===== src/rtl/logic_gate_pkg.sv =====
// logic_gate_pkg: op codes and helpers shared by the logic_gate_pipe slice.
// Maps each op onto a base reduction plus inversion / accumulation flags.
package logic_gate_pkg;

    localparam int OP_W = 3;

    localparam logic [OP_W-1:0] OP_AND    = 3'd0;
    localparam logic [OP_W-1:0] OP_OR     = 3'd1;
    localparam logic [OP_W-1:0] OP_XOR    = 3'd2;
    localparam logic [OP_W-1:0] OP_NAND   = 3'd3;
    localparam logic [OP_W-1:0] OP_NOR    = 3'd4;
    localparam logic [OP_W-1:0] OP_XNOR   = 3'd5;
    localparam logic [OP_W-1:0] OP_ACC_OR = 3'd6;
    localparam logic [OP_W-1:0] OP_RSVD   = 3'd7;

    typedef enum logic [1:0] {
        RED_AND = 2'd0,
        RED_OR  = 2'd1,
        RED_XOR = 2'd2
    } red_sel_t;

    function automatic logic is_inverting(input logic [OP_W-1:0] op);
        return (op == OP_NAND) || (op == OP_NOR) || (op == OP_XNOR);
    endfunction

    function automatic logic is_acc(input logic [OP_W-1:0] op);
        return op == OP_ACC_OR;
    endfunction

    // Reserved op and ACC_OR both reduce with OR.
    function automatic red_sel_t red_sel(input logic [OP_W-1:0] op);
        case (op)
            OP_AND, OP_NAND: return RED_AND;
            OP_XOR, OP_XNOR: return RED_XOR;
            default:         return RED_OR;
        endcase
    endfunction

endpackage


===== src/rtl/logic_gate_pipe_reduce.sv =====
// logic_reduce: combinational AND/OR/XOR reduction across NUM_IN operands.
// Inversion and accumulation are applied by the caller.
module logic_reduce #(
    parameter int WIDTH  = 8,
    parameter int NUM_IN = 4
) (
    input  logic [NUM_IN*WIDTH-1:0]  data,
    input  logic_gate_pkg::red_sel_t sel,
    output logic [WIDTH-1:0]         result
);
    import logic_gate_pkg::*;

    logic [WIDTH-1:0] r_and;
    logic [WIDTH-1:0] r_or;
    logic [WIDTH-1:0] r_xor;

    // Fold every operand into all three reductions.
    always_comb begin
        r_and = '1;
        r_or  = '0;
        r_xor = '0;
        for (int k = 0; k < NUM_IN; k++) begin
            r_and = r_and & data[k*WIDTH +: WIDTH];
            r_or  = r_or  | data[k*WIDTH +: WIDTH];
            r_xor = r_xor ^ data[k*WIDTH +: WIDTH];
        end
    end

    // Pick the requested reduction.
    always_comb begin
        result = r_or;
        case (sel)
            RED_AND: result = r_and;
            RED_XOR: result = r_xor;
            default: result = r_or;
        endcase
    end

endmodule


===== src/rtl/logic_gate_pipe.sv =====
// logic_gate_pipe: two-stage valid/ready N-input bitwise logic unit.
// Stage 1 holds the raw beat; stage 2 holds the registered result.
module logic_gate_pipe #(
    parameter int WIDTH  = 8,
    parameter int NUM_IN = 4
) (
    input  logic                            clk,
    input  logic                            rst,
    input  logic [NUM_IN*WIDTH-1:0]         in_data,
    input  logic [logic_gate_pkg::OP_W-1:0] in_op,
    input  logic                            in_last,
    input  logic                            in_valid,
    output logic                            in_ready,
    output logic [WIDTH-1:0]                out_data,
    output logic                            out_any,
    output logic                            out_valid,
    input  logic                            out_ready
);
    import logic_gate_pkg::*;

    logic                      s1_valid;
    logic [NUM_IN*WIDTH-1:0]   s1_data;
    logic [OP_W-1:0]           s1_op;
    logic                      s1_last;

    logic [WIDTH-1:0]          acc;
    logic                      acc_active;

    logic                      s1_is_acc;
    logic                      s1_absorb;
    logic                      s2_free;
    logic                      s1_adv;
    logic                      s2_load;
    logic [WIDTH-1:0]          s1_red;
    logic [WIDTH-1:0]          s1_res;
    red_sel_t                  s1_sel;

    assign s1_is_acc = is_acc(s1_op);
    assign s1_sel    = red_sel(s1_op);

    // A non-final ACC beat only feeds the accumulator, so it never waits on stage 2.
    assign s1_absorb = s1_valid & s1_is_acc & ~s1_last;
    assign s2_free   = ~out_valid | out_ready;
    assign s1_adv    = s1_valid & (s1_absorb | s2_free);
    assign s2_load   = s1_valid & ~s1_absorb & s2_free;
    assign in_ready  = ~s1_valid | s1_adv;

    logic_reduce #(
        .WIDTH  (WIDTH),
        .NUM_IN (NUM_IN)
    ) u_reduce (
        .data   (s1_data),
        .sel    (s1_sel),
        .result (s1_red)
    );

    // Apply inversion or merge the running accumulator into the final ACC beat.
    always_comb begin
        s1_res = s1_red;
        if (is_inverting(s1_op)) begin
            s1_res = ~s1_red;
        end else if (s1_is_acc) begin
            s1_res = (acc & {WIDTH{acc_active}}) | s1_red;
        end
    end

    // Stage 1: capture the offered beat whenever there is room.
    always_ff @(posedge clk or posedge rst) begin
        if (rst) begin
            s1_valid <= 1'b0;
            s1_data  <= '0;
            s1_op    <= OP_AND;
            s1_last  <= 1'b0;
        end else if (in_ready) begin
            s1_valid <= in_valid;
            if (in_valid) begin
                s1_data <= in_data;
                s1_op   <= in_op;
                s1_last <= in_last;
            end
        end
    end

    // Accumulator: grows on non-final ACC beats, cleared by anything else leaving stage 1.
    always_ff @(posedge clk or posedge rst) begin
        if (rst) begin
            acc        <= '0;
            acc_active <= 1'b0;
        end else if (s1_adv) begin
            if (s1_absorb) begin
                acc        <= (acc & {WIDTH{acc_active}}) | s1_red;
                acc_active <= 1'b1;
            end else begin
                acc        <= '0;
                acc_active <= 1'b0;
            end
        end
    end

    // Stage 2: output register, held stable while the consumer stalls.
    always_ff @(posedge clk or posedge rst) begin
        if (rst) begin
            out_valid <= 1'b0;
            out_data  <= '0;
            out_any   <= 1'b0;
        end else if (s2_load) begin
            out_valid <= 1'b1;
            out_data  <= s1_res;
            out_any   <= |s1_res;
        end else if (out_ready) begin
            out_valid <= 1'b0;
        end
    end

endmodule


===== config.mk =====
export PLATFORM = sky130hd
export DESIGN_NAME = logic_gate_pipe
export DESIGN_NICKNAME = d
export VERILOG_FILES = /design/src/rtl/logic_gate_pkg.sv /design/src/rtl/logic_gate_pipe_reduce.sv /design/src/rtl/logic_gate_pipe.sv
export SDC_FILE = /design/constraint.sdc
export NUM_CORES = 1
export LEC_CHECK = 0
export CORE_MARGIN = 5
export CORE_UTILIZATION = 45
export CTS_CLUSTER_SIZE = 24
export DETAILED_ROUTE_END_ITERATION = 6
export PLACE_DENSITY = 0.76
export SLEW_MARGIN = 20
export SYNTH_ARGS = -nofsm -noshare
export SYNTH_HDL_FRONTEND = slang
export SYNTH_SLANG_ARGS = --single-unit

===== constraint.sdc =====
create_clock -name clk -period 2.5 [get_ports clk]
set_input_delay 0.625 -clock clk [delete_from_list [all_inputs] [get_ports clk]]
set_output_delay 0.625 -clock clk [all_outputs]
set_load 0.01 [all_outputs]

# == Word-level counts from Yosys, hierarchy flattened ==
# Index checks and enable logic that the tools add are counted.
# word_totals
regBits,56
in_bits,40
elab_cells,56
# op_classes
n_reduce_logical,9
n_bitwise,24
n_mux,8
eq_ne,6
# op_table
op,n
AND 8 bit,4
OR 8 bit,4
2-to-1 mux 8 bit,3
XOR 8 bit,3
one-hot mux 8 bit (2 select lines),1
== test 3 bit (second input constant),3
NOT 8 bit,1
OR reduction 8 bit,1
== test 3 x 2 -> 1 bit (second input constant),2
AND 1 bit,5
NOT 1 bit,4
one-hot mux 2 bit (2 select lines),1
OR reduction 2 bit,2
logical NOT 3 bit,1
2-to-1 mux 1 bit,3
OR 1 bit,3
== test 2 bit (second input constant),1
logical NOT 2 bit,1
logical OR 1 bit,2
AND reduction 2 bit,1
nonzero test 2 bit,1

# == Logic depth before layout (Yosys ltp) ==
# logic_depth
depth_word,9
depth_mapped,9
mapped_depth_nobuf,9

# == Hierarchy ==
# Synthesis repeated with hierarchy kept, for this count alone.
# unflattened
hier_cells,289
area_unflattened_um2,3308.2
# modules_own_cells
module,cells_each,seq_area_each_um2,area_each_um2,instances
logic_gate_pipe,204,1401.3,2681.3,1
logic_reduce,85,0.0,626.9,1

# == Worst setup path before layout ==
# Ideal clock, no wire load.
# synth_timing
path_type,flip-flop to flip-flop
startpoint,register s1_op[0]
endpoint,register out_any
path_slack_ns,0.439
period_less_slack_ns,2.061
n_path_buf,2
stages_incl_launch_ff,10
setup_time_ns,0.129
t_arrival_ns,1.932
path_cell_list,dfrtp_1 -> buf_6 -> and2b_4 -> buf_12 -> or4_4 -> a311oi_2 -> a31oi_1 -> o2bb2ai_1 -> o211a_1 -> a31oi_1
# synth_via
elab_chain_cells,9
# synth_lines
element,line,text
"start, declared",logic_gate_pipe.sv:23,logic [OP_W-1:0] s1_op;
"start signal, assigned",logic_gate_pipe.sv:78,s1_op <= in_op;
"== test 3 bit, or another cell as far along","logic_gate_pkg.sv:23, logic_gate_pkg.sv:32",
OR reduction 2 bit,logic_gate_pkg.sv:32,case (op)
one-hot mux 2 bit (2 select lines),logic_gate_pkg.sv:32,
== test 2 bit / logical NOT 2 bit (equally long branches),logic_gate_pipe_reduce.sv:32,case (sel)
one-hot mux 8 bit (2 select lines),logic_gate_pipe_reduce.sv:32,
OR 8 bit,logic_gate_pipe.sv:63,s1_res = (acc & {WIDTH{acc_active}}) | s1_red;
2-to-1 mux 8 bit,logic_gate_pipe.sv:62,end else if (s1_is_acc) begin
2-to-1 mux 8 bit,logic_gate_pipe.sv:60,if (is_inverting(s1_op)) begin
OR reduction 8 bit,logic_gate_pipe.sv:109,out_any <= |s1_res;
"end signal, assigned",logic_gate_pipe.sv:109,
"end, declared",logic_gate_pipe.sv:15,"output logic out_any,"
# Several ways; a longest one is shown, not always the timed one.
# A chain may end at the register's enable or synchronous reset.

# == Final worst setup path ==
# layout_timing
startpoint,register s1_op[1]
endpoint,output in_ready
# layout_via
elab_chain_cells,6
# layout_lines
element,line,text
== test 3 bit,logic_gate_pkg.sv:27,return op == OP_ACC_OR;
AND 1 bit (2 in a row),logic_gate_pipe.sv:42,assign s1_absorb = s1_valid & s1_is_acc & ~s1_last;
OR 1 bit,logic_gate_pipe.sv:44,assign s1_adv = s1_valid & (s1_absorb | s2_free);
AND 1 bit,logic_gate_pipe.sv:44,
OR 1 bit,logic_gate_pipe.sv:46,assign in_ready = ~s1_valid | s1_adv;
"end, declared",logic_gate_pipe.sv:13,"output logic in_ready,"
# No other way between the ends.

==> results.txt <==
----------------------------------------------------
[Placed design]
  GP Congestion ... about 0.83
  Area after DPL ... roughly 3800 µm²
  Placed cell count ... approximately 470
  HPWL reported at the end of detailed placement ... 4910 µm
  Pre-CTS setup slack ... 6.81 ps
  Number of port buffers ... 50

[Logic synthesis]
  Synth top cells by count ... dfrtp_1 (56), nand2_1 (52), inv_1 (19), o21ai_0 (19), ha_1 (16)
  Syn. warnings ... 0
  Number of enable flip-flop cells after synthesis ... 0
  Sequential share of the synthesized area ... between 40 and 50%
  Yosys top cell area share ... 44.0%
  Post-synthesis cell type with the largest combined area ... dfrtp_1
  Async S/R FF share, synth ... 100%
  Number of nets produced by synthesis ... 375
  Synth Cell Area ... 3190 µm²
  Most area-consuming cells after synthesis ... dfrtp_1 (44%), ha_1 (6.3%), nand2_1 (6.1%), mux2_1 (4.9%), xnor2_1 (3.3%)
  Cell with the most instances after synthesis ... dfrtp_1
  Unique masters post-synth ... 54
  Number of standard cells after synthesis ... 319
  Number of register bits inferred by synthesis ... 56
  Mapped Avg Cell Area ... 9.99 µm²
  Top_reg_cell synth ... dfrtp_1

[Clock tree]
  Clk_lat worst skew ... 320 ps
  Clk buf depth ... 2
  Number of buffers created by CTS ... 5
  Sinks on the clock net ... 56
  Maximum level of the CTS H-tree ... 2
  Number of buffers added to fix hold violations after cts ... 0
  Clk root buf ... clkbuf_8
  Clock tree from TritonCTS ... done
  Clock-pin transition on the worst setup and hold timing paths ... 110 ps

[Finish]
  Net count reported at finish ... 435
  Non-filler instance count after layout ... 476
  Final Instance Area ... 3950 µm²
  Relative area change from synthesis to final layout ... 23.8%
  Layout cells sized above 1 ... 10.5%
  Ant. Diodes ... 0

[Timing]
  Final Hold Violating Endpoints ... 0
  Largest clock skew in the final design ... 12.1 ps
  Fmax achieved ... roughly 430 MHz
  Worst path setup slack after routing ... between 150 and 200 ps
  Final-report max-slew violation count ... 0
  Transition time at the pin with the least slew margin ... 517 ps
  RSZ-0062 raised after global routing ... false
  Period minus WS final ... 2340 ps
  Period utilisation layout ... 93.6%
  Final number of setup-violating endpoints ... 0
  Slew margin rel. ... 65.4%
  Final hold slack ... around 480 ps

[Power]
  Total power of the final layout ... 2910 µW
  Worst supply voltage drop on vdd ... 0.000318 V
  Share of total power in combinational logic ... 40.5%
  Leakage power figure ... 0.00176 µW
  Proportion of total power due to net switching ... 34.6%
  Switching Power ... about 1000 µW
  Internal power ... 1900 µW
  Share of total power in the clock network ... 18.0%
  Sequential power share ... slightly above 40%
  Power per Cell Area ... 737 nW/µm²

[Die]
  Chip Height ... about 94 µm
  Floorplan die area ... 8870 µm²
  Die Wd ... 94.2 µm
  Site Rows ... 30
  Std-Cell Core Area ... about 7000 µm²
  Top Ports ... 51
  Effective utilization at floorplan ... 46.7%

[Job]
  Max Cap Violations ... 0

[Route]
  Residual DRC count ... 0
  Total iterations of the first detailed-routing run ... 4
  Routed wire length per instance ... 13.4 µm
  Number of vias in the routed layout ... about 2.5k
  Final ANT Viol Nets ... 0
  Vias per inst ... 5.21
  Total wire length ... 6390 µm
  Starting DRT DRC Count ... 108

[Setup path]
  Critical Path Fanout Max ... 3
  CP startpoint kind ... flop
  Crit Reg-Reg Startpoint ... s1_data[2]$_DFFE_PP0P_
  Critical path start-end classification ... reg -> out
  Kind of capture point of the worst setup path ... output port
  Endpoint of the worst-slack reg-to-reg timing path ... out_any$_DFFE_PP0P_
  Depth of the worst register-to-register path ... 9
  Required time worst endpoint ... 1880 ps
  R2R setup slack ... 270 ps
  Signal arrival time at the worst endpoint ... 1720 ps

[Global routing]
  Total Routing Usage GR ... 16.2%
  Total congestion overflow after global routing ... 0
  Antenna violations before repair ... 0
  Maximum number of pins on one net before global-route repair ... 55
  Global-route wire length before repair ... 11500 µm
  Via count of the first global-routing pass ... ~2.5k

[Min path]
  Min-Delay Startpoint ... out_data[2]$_DFFE_PP0P_
  Endpoint, Worst Hold ... out_data[2]$_DFFE_PP0P_
  Hold Path Cell Cnt ... 2
  Tightest Hold Check Type ... reg -> reg

[Run status]
  Result of the run ... finished, final reports clean

----------------------------------------------------
## per-stage QoR
step	utilization, %	TNS, ps
2_1_floorplan	-	0
3_3_place_gp	56.3	-1.42
3_5_place_dp	56.3	0
4_1_cts	57.8	0
5_1_grt	57.8	0
6_report	57.8	0
## cells in the final DEF (no fill, tap or decap), drive strengths merged, types with 2 or more instances in the layout
| master | instances |
|---|---|
| ha | 16 |
| nand2 | 52 |
| nand2b | 5 |
| nor2 | 12 |
| dfrtp | 56 |
| clkinv | 2 |
| a21o | 2 |
| clkbuf | 5 |
| clkdlybuf4s50 | 49 |
| buf | 17 |
| and3 | 7 |
| and4 | 2 |
| nand3 | 4 |
| xnor2 | 13 |
| nor3 | 2 |
| nor3b | 3 |
| a222oi | 4 |
| or2 | 2 |
| mux2 | 19 |
| o21ai | 33 |
| inv | 20 |
| or3b | 3 |
| and2b | 2 |
| nor2b | 2 |
| a21oi | 12 |
| nand3b | 2 |
| a31oi | 2 |
| o2bb2ai | 9 |
| a41oi | 2 |
| and2 | 2 |
## worst max-delay path: stages, from the launching register on
cell,delay (ps)
dfrtp_1,390
and2b_1,160
nor3b_2,150
nand2b_1,160
or2_1,250
dlygate4sd2_1,280
## logic make-up after synthesis
logic type / synth area share (%)
xor+xnor: 5.89
mux: 7.02
fa+ha+maj: 6.28
simple gates: 15.9
flops: 44.0
compound gates: 15.3
buf+inv: 5.61
## routing by layer
layer  track usage (%)  vias up  share of wire [%]
li1                  -     1229                  -
met1              20.9     1180                 45
met2              27.2       61                 48
met3              3.53       10                5.2
met4              4.69        0                1.2
met5                 0        -                  0
## cell type report
cell class                      count  area [µm²]
Clock inverter                      3        27.5
Clock buffer                        5        68.8
Inverter                           20        76.3
Sequential cell                    56        1400
Tap cell                           96         120
Timing Repair Buffer               67         639
Multi-Input combinational cell    229        1610
Fill cell                         613        2880
## power by group through the flow
stage	logic, µW	clock network (µW)	registers, µW
floorplan	742	0	1230
global placement	1160	0	1210
detailed placement	1180	0	1220
CTS	1190	545	1210
global route	1320	579	1230
finish	1180	525	1210
## flip-flops by register name, summed over array words and instances (netlist names)
signal      cells
acc             8
acc_active      1
out_any         1
out_data        8
out_valid       1
s1_data        32
s1_last         1
s1_op           3
s1_valid        1
## worst max-delay path by stage
stage               slack, ps            startpoint  cells past startpoint             endpoint
detailed placement          7             out_ready                      4             in_ready
CTS                       130  s1_op[1]$_DFFE_PP0P_                      5             in_ready
global placement           -1             out_ready                      4             in_ready
finish                    160  s1_op[1]$_DFFE_PP0P_                      5             in_ready
floorplan                 440  s1_op[0]$_DFFE_PP0P_                      9  out_any$_DFFE_PP0P_
global route               70  s1_op[1]$_DFFE_PP0P_                      5             in_ready
## timing repair
item / CTS / global route
setup buffers: 0 / 0
resized for setup: 2 / 0
setup endpoints to repair: 1 / 0
Power figures use the tool's default switching activity.
